==> config.mk <==
export PLATFORM = sky130hd
export DESIGN_NAME = wb_uart_tx_console
export DESIGN_NICKNAME = d
export VERILOG_FILES = /design/src/rtl/wb_uart_tx_console.sv
export SDC_FILE = /design/constraint.sdc
export NUM_CORES = 1
export LEC_CHECK = 0
export ABC_AREA = 1
export CORE_MARGIN = 4
export CORE_UTILIZATION = 40
export DETAILED_ROUTE_END_ITERATION = 12
export GPL_TIMING_DRIVEN = 0
export HOLD_SLACK_MARGIN = 0.05
export PLACE_DENSITY = 0.63
export SETUP_SLACK_MARGIN = 0.3
export SYNTH_ARGS = -nofsm -noshare
export SYNTH_HDL_FRONTEND = slang
export SYNTH_SLANG_ARGS = --single-unit
==> constraint.sdc <==
create_clock -name wb_clk_i -period 2.5 [get_ports wb_clk_i]
set_input_delay 0.25 -clock wb_clk_i [delete_from_list [all_inputs] [get_ports wb_clk_i]]
set_output_delay 0.25 -clock wb_clk_i [all_outputs]
set_load 0.01 [all_outputs]
==> src/rtl/wb_uart_tx_console.sv <==
// Transmit-only 16550-subset UART behind a Wishbone slave port.
// Bytes written to THR are queued in a FIFO and sent as 8N1 on uart_tx_o.
module wb_uart_tx_console #(
    parameter int CLK_DIV = 16,
    parameter int FIFO_AW = 4
) (
    input  logic        wb_clk_i,
    input  logic        wb_rst_n_i,
    input  logic [23:0] wb_adr_i,
    input  logic [31:0] wb_dat_i,
    output logic [31:0] wb_dat_o,
    input  logic [3:0]  wb_sel_i,
    input  logic        wb_we_i,
    input  logic        wb_cyc_i,
    input  logic        wb_stb_i,
    output logic        wb_ack_o,
    output logic        wb_err_o,
    output logic        uart_int_o,
    output logic        uart_tx_o
);

    localparam int DEPTH = 1 << FIFO_AW;
    localparam int BAUD_W = (CLK_DIV > 2) ? $clog2(CLK_DIV) : 1;
    localparam logic [BAUD_W-1:0] BAUD_LAST = BAUD_W'(CLK_DIV - 1);
    localparam logic [FIFO_AW:0] FULL_CNT = (FIFO_AW + 1)'(DEPTH);

    typedef enum logic [1:0] {ST_IDLE, ST_START, ST_DATA, ST_STOP} tx_state_t;

    logic [7:0]         fifo_mem [DEPTH];
    logic [FIFO_AW-1:0] wr_ptr;
    logic [FIFO_AW-1:0] rd_ptr;
    logic [FIFO_AW:0]   count;
    logic               ier_etbei;
    logic               lsr_oe;
    tx_state_t          state;
    logic [BAUD_W-1:0]  baud_cnt;
    logic [2:0]         bit_cnt;
    logic [7:0]         shift_reg;

    logic        bus_req;
    logic        legal;
    logic        acc;
    logic [2:0]  reg_off;
    logic [3:0]  lane_sel;
    logic [7:0]  wr_byte;
    logic [7:0]  rd_byte;
    logic [31:0] rd_word;
    logic        fifo_empty;
    logic        fifo_full;
    logic        baud_end;
    logic        pop;
    logic        thr_write;
    logic        push_ok;
    logic        overflow;
    logic        ier_write;
    logic        lsr_read;
    logic        temt;

    // Decode: a request is only legal when the select matches the addressed byte lane.
    assign bus_req   = wb_cyc_i & wb_stb_i & ~wb_ack_o & ~wb_err_o;
    assign reg_off   = wb_adr_i[2:0];
    assign lane_sel  = 4'b1000 >> wb_adr_i[1:0];
    assign legal     = (wb_adr_i[23:3] == 21'd0) && (wb_sel_i == lane_sel);
    assign acc       = bus_req & legal;

    assign fifo_empty = (count == '0);
    assign fifo_full  = (count == FULL_CNT);
    assign baud_end   = (baud_cnt == BAUD_LAST);
    assign temt       = fifo_empty && (state == ST_IDLE);

    // A pop frees a slot on the same edge, so a push into a full FIFO still lands then.
    assign pop       = !fifo_empty && ((state == ST_IDLE) || ((state == ST_STOP) && baud_end));
    assign thr_write = acc & wb_we_i & (reg_off == 3'd0);
    assign push_ok   = thr_write & (!fifo_full | pop);
    assign overflow  = thr_write & fifo_full & !pop;
    assign ier_write = acc & wb_we_i & (reg_off == 3'd1);
    assign lsr_read  = acc & !wb_we_i & (reg_off == 3'd5);

    always_comb begin
        wr_byte = 8'h00;
        case (wb_adr_i[1:0])
            2'd0: wr_byte = wb_dat_i[31:24];
            2'd1: wr_byte = wb_dat_i[23:16];
            2'd2: wr_byte = wb_dat_i[15:8];
            2'd3: wr_byte = wb_dat_i[7:0];
            default: wr_byte = 8'h00;
        endcase
    end

    always_comb begin
        rd_byte = 8'h00;
        case (reg_off)
            3'd1: rd_byte = {6'b0, ier_etbei, 1'b0};
            3'd5: rd_byte = {1'b0, temt, fifo_empty, 3'b0, lsr_oe, 1'b0};
            default: rd_byte = 8'h00;
        endcase
    end

    assign rd_word = {rd_byte, 24'h0} >> {wb_adr_i[1:0], 3'b000};

    // One wait state: ack/err rise for exactly one cycle, and read data is only non-zero then.
    always_ff @(posedge wb_clk_i or negedge wb_rst_n_i) begin
        if (!wb_rst_n_i) begin
            wb_ack_o <= 1'b0;
            wb_err_o <= 1'b0;
            wb_dat_o <= 32'h0;
        end else begin
            wb_ack_o <= bus_req & legal;
            wb_err_o <= bus_req & !legal;
            wb_dat_o <= (acc & !wb_we_i) ? rd_word : 32'h0;
        end
    end

    // An overflow on the same edge as an LSR read wins, so OE is never lost.
    always_ff @(posedge wb_clk_i or negedge wb_rst_n_i) begin
        if (!wb_rst_n_i) begin
            ier_etbei <= 1'b0;
            lsr_oe    <= 1'b0;
        end else begin
            if (ier_write)
                ier_etbei <= wr_byte[1];
            if (overflow)
                lsr_oe <= 1'b1;
            else if (lsr_read)
                lsr_oe <= 1'b0;
        end
    end

    always_ff @(posedge wb_clk_i) begin
        if (push_ok)
            fifo_mem[wr_ptr] <= wr_byte;
    end

    always_ff @(posedge wb_clk_i or negedge wb_rst_n_i) begin
        if (!wb_rst_n_i) begin
            wr_ptr <= '0;
            rd_ptr <= '0;
            count  <= '0;
        end else begin
            if (push_ok)
                wr_ptr <= wr_ptr + FIFO_AW'(1);
            if (pop)
                rd_ptr <= rd_ptr + FIFO_AW'(1);
            case ({push_ok, pop})
                2'b10:   count <= count + (FIFO_AW + 1)'(1);
                2'b01:   count <= count - (FIFO_AW + 1)'(1);
                default: count <= count;
            endcase
        end
    end

    // The line is registered from the current state, so it trails the FSM by one cycle.
    always_ff @(posedge wb_clk_i or negedge wb_rst_n_i) begin
        if (!wb_rst_n_i) begin
            state      <= ST_IDLE;
            baud_cnt   <= '0;
            bit_cnt    <= 3'd0;
            shift_reg  <= 8'h00;
            uart_tx_o  <= 1'b1;
            uart_int_o <= 1'b0;
        end else begin
            uart_int_o <= ier_etbei & fifo_empty;
            case (state)
                ST_IDLE: begin
                    uart_tx_o <= 1'b1;
                    baud_cnt  <= '0;
                    if (pop) begin
                        shift_reg <= fifo_mem[rd_ptr];
                        state     <= ST_START;
                    end
                end
                ST_START: begin
                    uart_tx_o <= 1'b0;
                    if (baud_end) begin
                        baud_cnt <= '0;
                        bit_cnt  <= 3'd0;
                        state    <= ST_DATA;
                    end else begin
                        baud_cnt <= baud_cnt + BAUD_W'(1);
                    end
                end
                ST_DATA: begin
                    uart_tx_o <= shift_reg[0];
                    if (baud_end) begin
                        baud_cnt  <= '0;
                        shift_reg <= {1'b0, shift_reg[7:1]};
                        if (bit_cnt == 3'd7)
                            state <= ST_STOP;
                        else
                            bit_cnt <= bit_cnt + 3'd1;
                    end else begin
                        baud_cnt <= baud_cnt + BAUD_W'(1);
                    end
                end
                ST_STOP: begin
                    uart_tx_o <= 1'b1;
                    if (baud_end) begin
                        baud_cnt <= '0;
                        if (pop) begin
                            shift_reg <= fifo_mem[rd_ptr];
                            state     <= ST_START;
                        end else begin
                            state <= ST_IDLE;
                        end
                    end else begin
                        baud_cnt <= baud_cnt + BAUD_W'(1);
                    end
                end
                default: state <= ST_IDLE;
            endcase
        end
    end

endmodule

==> impl_metrics.csv, run 1 <==
group,metric,value,unit
run_status,outcome,"finished, final reports clean",
global_route,use_met1,24.4,%
timing,rsz0062_at_grt,"yes",
route,ant_nets,0,
logic_synthesis,synthAdderAreaFrac,2.24,%
timing,setup_slack,329,ps
setup_path,critPathKind,"reg2reg",
worst_hold_path,min_path_type,"in2async",
route,wl,20.4,mm
logic_synthesis,synth-simple-area-share,14.7,%
timing,setup_viol,0,
global_route,grt_pass1_wl,31.0,mm
floorplan,initial_utilization,41.3,%
final_layout,multi_input_area,2720,um2
global_route,grt.busiest_layer,"met2",
route,routed_via_density,5.12,
clock_tree,clockBufferDepth,2,
setup_path,cp.arrival,2480,ps
logic_synthesis,yosysUniqueCellTypes,35,
logic_synthesis,syn_area_per_cell,10.9,um2
logic_synthesis,synth_top_area_cell,"edfxtp_1",
timing,setup_tns,0,ps
timing,relSlewSlack,40.4,%
clock_tree,clkTransAtPathRegs,70,ps
global_route,antenna_found_initial,0,
floorplan,rows,50,
place,dp.cells,1086,
logic_synthesis,ys.flop_type,"edfxtp_1",
final_layout,seqCellArea,5050,um2
timing,post-route-period-util,86.8,%
logic_synthesis,syn_area,7830,um2
final_layout,synthToLayoutAreaGrowth,31.8,%
final_layout,final_cells,1147,
global_route,use_met3,4.54,%
logic_synthesis,synth_edf_count,128,
setup_path,crit_top_cell,"inv_1",
logic_synthesis,synthCells,717,
global_route,grt_pass1_vias,5731,
pwr,cellPowerDensity,580,nW/um2
place,place_congestion,0.878,
timing,final.min_clock_period,2170,ps
global_route,grt_max_degree,29,
floorplan,io_pins,101,
setup_path,r2r-start,"count[3]$_DFFE_PN0P_",
global_route,grt.total_usage,18.5,%
timing,tightest_slew,892,ps
logic_synthesis,synth_top_family_by_area,"simple AND/OR/NAND/NOR gates",
setup_path,worstPathRequired,2810,ps
route,route.detailed.drc,0,
floorplan,core,19000,um2
pwr,leakagePower,3.78,nW
setup_path,cp_slowest_cell,"dfrtp_1",
final_layout,largest_reg_flops,128,
setup_path,critical_path.startpoint,"count[3]$_DFFE_PN0P_",
place,place_ws,-865,ps
route,drt_iter0_markers,661,
setup_path,path_buf_inv,5,
pwr,peakVddDrop,0.486,mV
logic_synthesis,synth-seq-area-share,64.5,%
place,hpwl,13.4,mm
clock_tree,clock_latency,420,ps
clock_tree,cts_tree,"yes",
logic_synthesis,muxShareOfSynthArea,0.144,%
setup_path,crit_chain,"nor2_2 > nand3_1 > nor2_2 > inv_1 > nand2_4 > inv_6 > nand2_8 > inv_1 > ha_4 > inv_1 > o21ai_1 > inv_1 > nand3_1 > nand2_1 > nand2_1 > nand2_1",
logic_synthesis,synth_most_common_cell,"edfxtp_1",
clock_tree,cts_made_buffers,17,
setup_path,cp_slowest_stage_delay,440,ps
timing,skew,12.1,ps
logic_synthesis,yosys_warnings,0,
flow_run,max_cap_violations,0,
route,avgRoutedWirePerCell,17.8,um
global_route,met2_usage,30.3,%
setup_path,path_delay_family,"simple AND/OR/NAND/NOR gates",
clock_tree,clock-sinks,176,
global_route,grt.overflow.total,0,
timing,fmax,0.461,GHz
logic_synthesis,synth_compound_area_share,11.7,%
final_layout,antenna_cells,0,
timing,hold_viol_final,0,
route,first_pass_iters,5,
logic_synthesis,ys_ff_latch,176,
final_layout,fin_nets,953,
logic_synthesis,synth_top_cells_by_count,"128 x edfxtp_1, 111 x nor2_1, 84 x nand2_1",
timing,slew_violations,0,
logic_synthesis,synth.top_cell.area_share,49.1,%
place,port_buffers,80,
setup_path,cp_max_fo,5,
floorplan,die_h,148,um
pwr,power,5.98,mW
route,num_vias,5876,
floorplan,die_area,21900,um2
logic_synthesis,synth_area_leaders,"edfxtp_1 49%, dfrtp_1 15%, nor2_1 5.3%, o21ai_0 5.3%, nand2_1 4.0%",
setup_path,end_kind,"register",
setup_path,critPathLaunchType,"register",
logic_synthesis,ys_async_sr_fraction,27.3,%
clock_tree,htreeDepth,4,
floorplan,die_w,148,um
logic_synthesis,synth-xor-area-share,0.895,%
final_layout,drive_gt1_share,18.5,%
final_layout,n_fill_cell,1602,
final_layout,utilization,54.4,%
clock_tree,cts_root_buf,"clkbuf_16",
## what timing repair did
item	in CTS	in global routing
endpoints found under the setup margin	200	171
gates resized for setup	67	53
hold buffers	1	0
buffers inserted	21	7
endpoints found under the hold margin	20	0
pin swaps	22	21
## path summary, 6_finish.rpt
kind / cells past startpoint / end / slack [ps]
hold reg to reg: 1 / bit_cnt[1]$_DFFE_PN0P_ / 500
setup / recovery: 16 / count[4]$_DFFE_PN0P_ / 330
hold / removal: 2 / rd_ptr[2]$_DFFE_PN0P_ / 330
max in group asynchronous: 3 / uart_tx_o$_DFF_PN1_ / 1590
setup reg to reg: 16 / count[4]$_DFFE_PN0P_ / 330
min in group wb_clk_i: 5 / ier_etbei$_DFFE_PN0P_ / 350
## cells by family after synthesis
kind of cell    count (synthesis)
compound gates                148
xor+xnor                        8
fa+ha+maj                      14
buf+inv                       102
flops                         176
mux                             1
other cells                     1
simple gates                  267
## worst reg2reg max path, stage by stage, from the launching register on
cell,delay [ps]
dfrtp_1,440
nor2_2,150
nand3_1,90
nor2_2,140
inv_1,120
nand2_4,120
inv_6,60
nand2_8,90
inv_1,90
ha_4,280
inv_1,70
o21ai_1,150
inv_1,60
nand3_1,60
nand2_1,50
nand2_1,50
nand2_1,50
## area by class of cell
type	count	share of cell area [%]
sequential	176	48.9
multi-input combinational	467	26.3
inverter	56	2.09
tap	260	3.15
clock inverter	11	1.04
clock buffer	21	4.27
timing repair buffer	110	11.5
buffer	46	2.72
## power by group
group | total (mW) | internal [mW] | switching [mW]
sequential | 3.19 | 3.18 | 0.00209
clock | 2.49 | 1.38 | 1.10
combinational | 0.310 | 0.140 | 0.169
total | 5.98 | 4.71 | 1.27
## layout by cell type (no fill, tap or decap), types with 17 or more instances in the layout
cell and instances:
dfrtp_1 46, nor2_1 89, nor2_4 19, nand3_1 34, conb_1 29, inv_1 45
clkdlybuf4s50_1 74, o221ai_1 21, clkbuf_2 17, clkbuf_16 17, edfxtp_1 128, nand2_1 78
o21ai_0 81, buf_4 35
## layer usage
metal | part of all wire, % | vias up | wire length (um)
li1 | - | 2806 | -
met1 | 43 | 2800 | 8680
met2 | 48 | 250 | 9840
met3 | 7.8 | 20 | 1600
met4 | 1.4 | 0 | 294
met5 | 0 | - | 0
## stage by stage
stage	instance area [um2]	hold slack, ps
finish	10300	328
CTS	10100	331
floorplan	7930	-45.6
global route	10300	387
detailed placement	9070	245
global placement	9060	462
(Power assumes the default switching activity.)
==> run 2, diff against run 1 <==
--- a/config.mk
+++ b/config.mk
@@ -8,11 +8,13 @@
 export ABC_AREA = 1
 export CORE_MARGIN = 4
 export CORE_UTILIZATION = 40
+export CTS_BUF_LIST = sky130_fd_sc_hd__clkbuf_8
 export DETAILED_ROUTE_END_ITERATION = 12
 export GPL_TIMING_DRIVEN = 0
 export HOLD_SLACK_MARGIN = 0.05
 export PLACE_DENSITY = 0.63
 export SETUP_SLACK_MARGIN = 0.3
+export SLEW_MARGIN = 20
 export SYNTH_ARGS = -nofsm -noshare
 export SYNTH_HDL_FRONTEND = slang
 export SYNTH_SLANG_ARGS = --single-unit
==> impl_metrics.csv, run 2 (synthesized netlist as in run 1, its figures left out) <==
group,metric,value,unit
floorplan,io_pins,101,
final_layout,final_cell_mix,"128 x edfxtp_1, 88 x nor2_1, 81 x o21ai_0",
route,wl,20.3,mm
final_layout,drive_gt1_share,18.5,%
flow_run,max_cap_violations,0,
place,port_buffers,80,
setup_path,cp.arrival,2520,ps
pwr,power,5.31,mW
setup_path,cp_max_fo,4,
clock_tree,htreeDepth,4,
clock_tree,cts_root_buf,"clkbuf_8",
timing,rsz0062_at_grt,"yes",
setup_path,crit_top_cell,"inv_1",
timing,setup_viol,0,
timing,slew_violations,0,
route,first_pass_iters,5,
pwr,leakagePower,3.79,nW
clock_tree,cts_tree,"yes",
pwr,cellPowerDensity,525,nW/um2
timing,tightest_slew,905,ps
setup_path,r2r-start,"count[3]$_DFFE_PN0P_",
global_route,grt.overflow.total,0,
route,route.detailed.drc,0,
floorplan,die_w,148,um
final_layout,synthToLayoutAreaGrowth,29.1,%
floorplan,core,19000,um2
pwr,peakVddDrop,0.345,mV
setup_path,r2r_end,"count[4]$_DFFE_PN0P_",
place,hpwl,13.4,mm
global_route,grt_pass1_wl,30.6,mm
global_route,grt_max_degree,29,
worst_hold_path,min_path_type,"in2async",
timing,skew,21.5,ps
setup_path,critPathLaunchType,"register",
setup_path,worstPathRequired,2860,ps
setup_path,crit_chain,"nor2_1 > nand3_1 > nor2_2 > inv_1 > nand2_4 > inv_6 > nand2_4 > inv_1 > ha_4 > inv_1 > o21ai_1 > inv_1 > nand3_1 > nand2_1 > nand2_1 > nand2_1",
final_layout,mostFrequentLayoutCell,"edfxtp_1",
setup_path,cp_slowest_stage_delay,440,ps
floorplan,die_h,148,um
setup_path,critPathKind,"reg2reg",
final_layout,fin_nets,952,
final_layout,n_fill_cell,1621,
setup_path,ff2ff_setup_slack,340,ps
setup_path,cp_slowest_cell,"dfrtp_1",
floorplan,die_area,21900,um2
route,avgRoutedWirePerCell,17.8,um
timing,hold_viol_final,0,
floorplan,initial_utilization,41.3,%
timing,final.min_clock_period,2160,ps
run_status,outcome,"finished, final reports clean",
route,drt_iter0_markers,717,
clock_tree,clkTransAtPathRegs,90,ps
clock_tree,clockBufferDepth,2,
setup_path,end_kind,"register",
global_route,grt_pass1_vias,5632,
floorplan,rows,50,
final_layout,antenna_cells,0,
setup_path,r2r_cells,16,
clock_tree,cts_made_buffers,17,
timing,fmax,0.464,GHz
final_layout,final_cells,1146,
timing,post-route-period-util,86.3,%
route,num_vias,5846,
setup_path,critical_path.startpoint,"count[3]$_DFFE_PN0P_",
setup_path,crit_end,"count[4]$_DFFE_PN0P_",
clock_tree,clock_latency,470,ps
final_layout,largest_reg_flops,128,
timing,hold_ws,283,ps
route,routed_via_density,5.10,
place,dp.cells,1086,
global_route,antenna_found_initial,0,
timing,relSlewSlack,39.5,%
timing,setup_tns,0,ps
place,place_congestion,0.878,
clock_tree,clock-sinks,176,
global_route,grt.total_usage,18.4,%
route,ant_nets,0,
[run 2: cell types whose count changed in the layout (fill, tap and decap cells not counted), moves of 4 or more]
cell             previous run  this run
clkdlybuf4s50_1            74        68
inv_1                      45        50
clkbuf_8                    0        17
dlymetal6s2s_1              1         9
clkbuf_1                   10         5
buf_4                      35        39
clkbuf_16                  17         0
[run 2: how the worst min path moves through the flow]
stage                                      from                     to  slack, ps  cells after the start
final                                wb_rst_n_i  wb_dat_o[1]$_DFF_PN0_        280                      2
after global routing               wb_adr_i[23]     wb_err_o$_DFF_PN0_        330                      6
after CTS                            wb_rst_n_i  wb_dat_o[1]$_DFF_PN0_        280                      2
after detailed placement             wb_rst_n_i  wb_dat_o[1]$_DFF_PN0_        250                      1
after global placement    baud_cnt[0]$_DFF_PN0_  baud_cnt[0]$_DFF_PN0_        460                      1
after floorplan                      wb_rst_n_i  baud_cnt[0]$_DFF_PN0_        -50                      0
[run 2: cell type report]
cell class	count	area, um2	share of cell area [%]
Timing Repair Buffer	109	1170	11.5
Multi-Input combinational cell	467	2710	26.8
Clock buffer	17	234	2.32
Sequential cell	176	5050	50.0
Buffer	46	287	2.84
Tap cell	260	325	3.22
Inverter	56	215	2.13
Clock inverter	15	123	1.21
[run 2: through the flow]
stage / cell area, um2 / utilization, % / setup WS (ps)
after detailed placement: 9070 / 47.9 / -865
after CTS: 9900 / 52.2 / 309
after global routing: 10100 / 53.3 / 182
after global placement: 9060 / 47.8 / -817
final: 10100 / 53.3 / 343
after floorplan: 7930 / - / 367
[run 2: report_power, final]
part	internal, mW	switching, mW	total, mW
registers	3.18	0.00209	3.18
clock network	0.783	1.03	1.81
logic	0.141	0.168	0.309
total	4.10	1.20	5.31
[run 2: timing repair]
item                       4_1_cts  5_1_grt
hold endpoints to repair        20        0
setup endpoints to repair      173      137
pin swaps                       17       25
buffers inserted                18        9
resized for setup               63       66
hold buffers                     1        0
[run 2: critical path, delay by kind of cell, from the launching register on]
kind            cells  cell delay [ps]
fa+ha+maj           1              290
compound gates      1              130
flops               1              440
buf+inv             5              380
simple gates        9              830
[run 2: layer usage]
metal  vias up  wire length [um]  GRT usage, %
met5         -                 0             0
li1       2801                 -             -
met1      2776              8540          24.3
met2       238              9640          29.5
met4         0               433          6.61
met3        31              1740          4.69
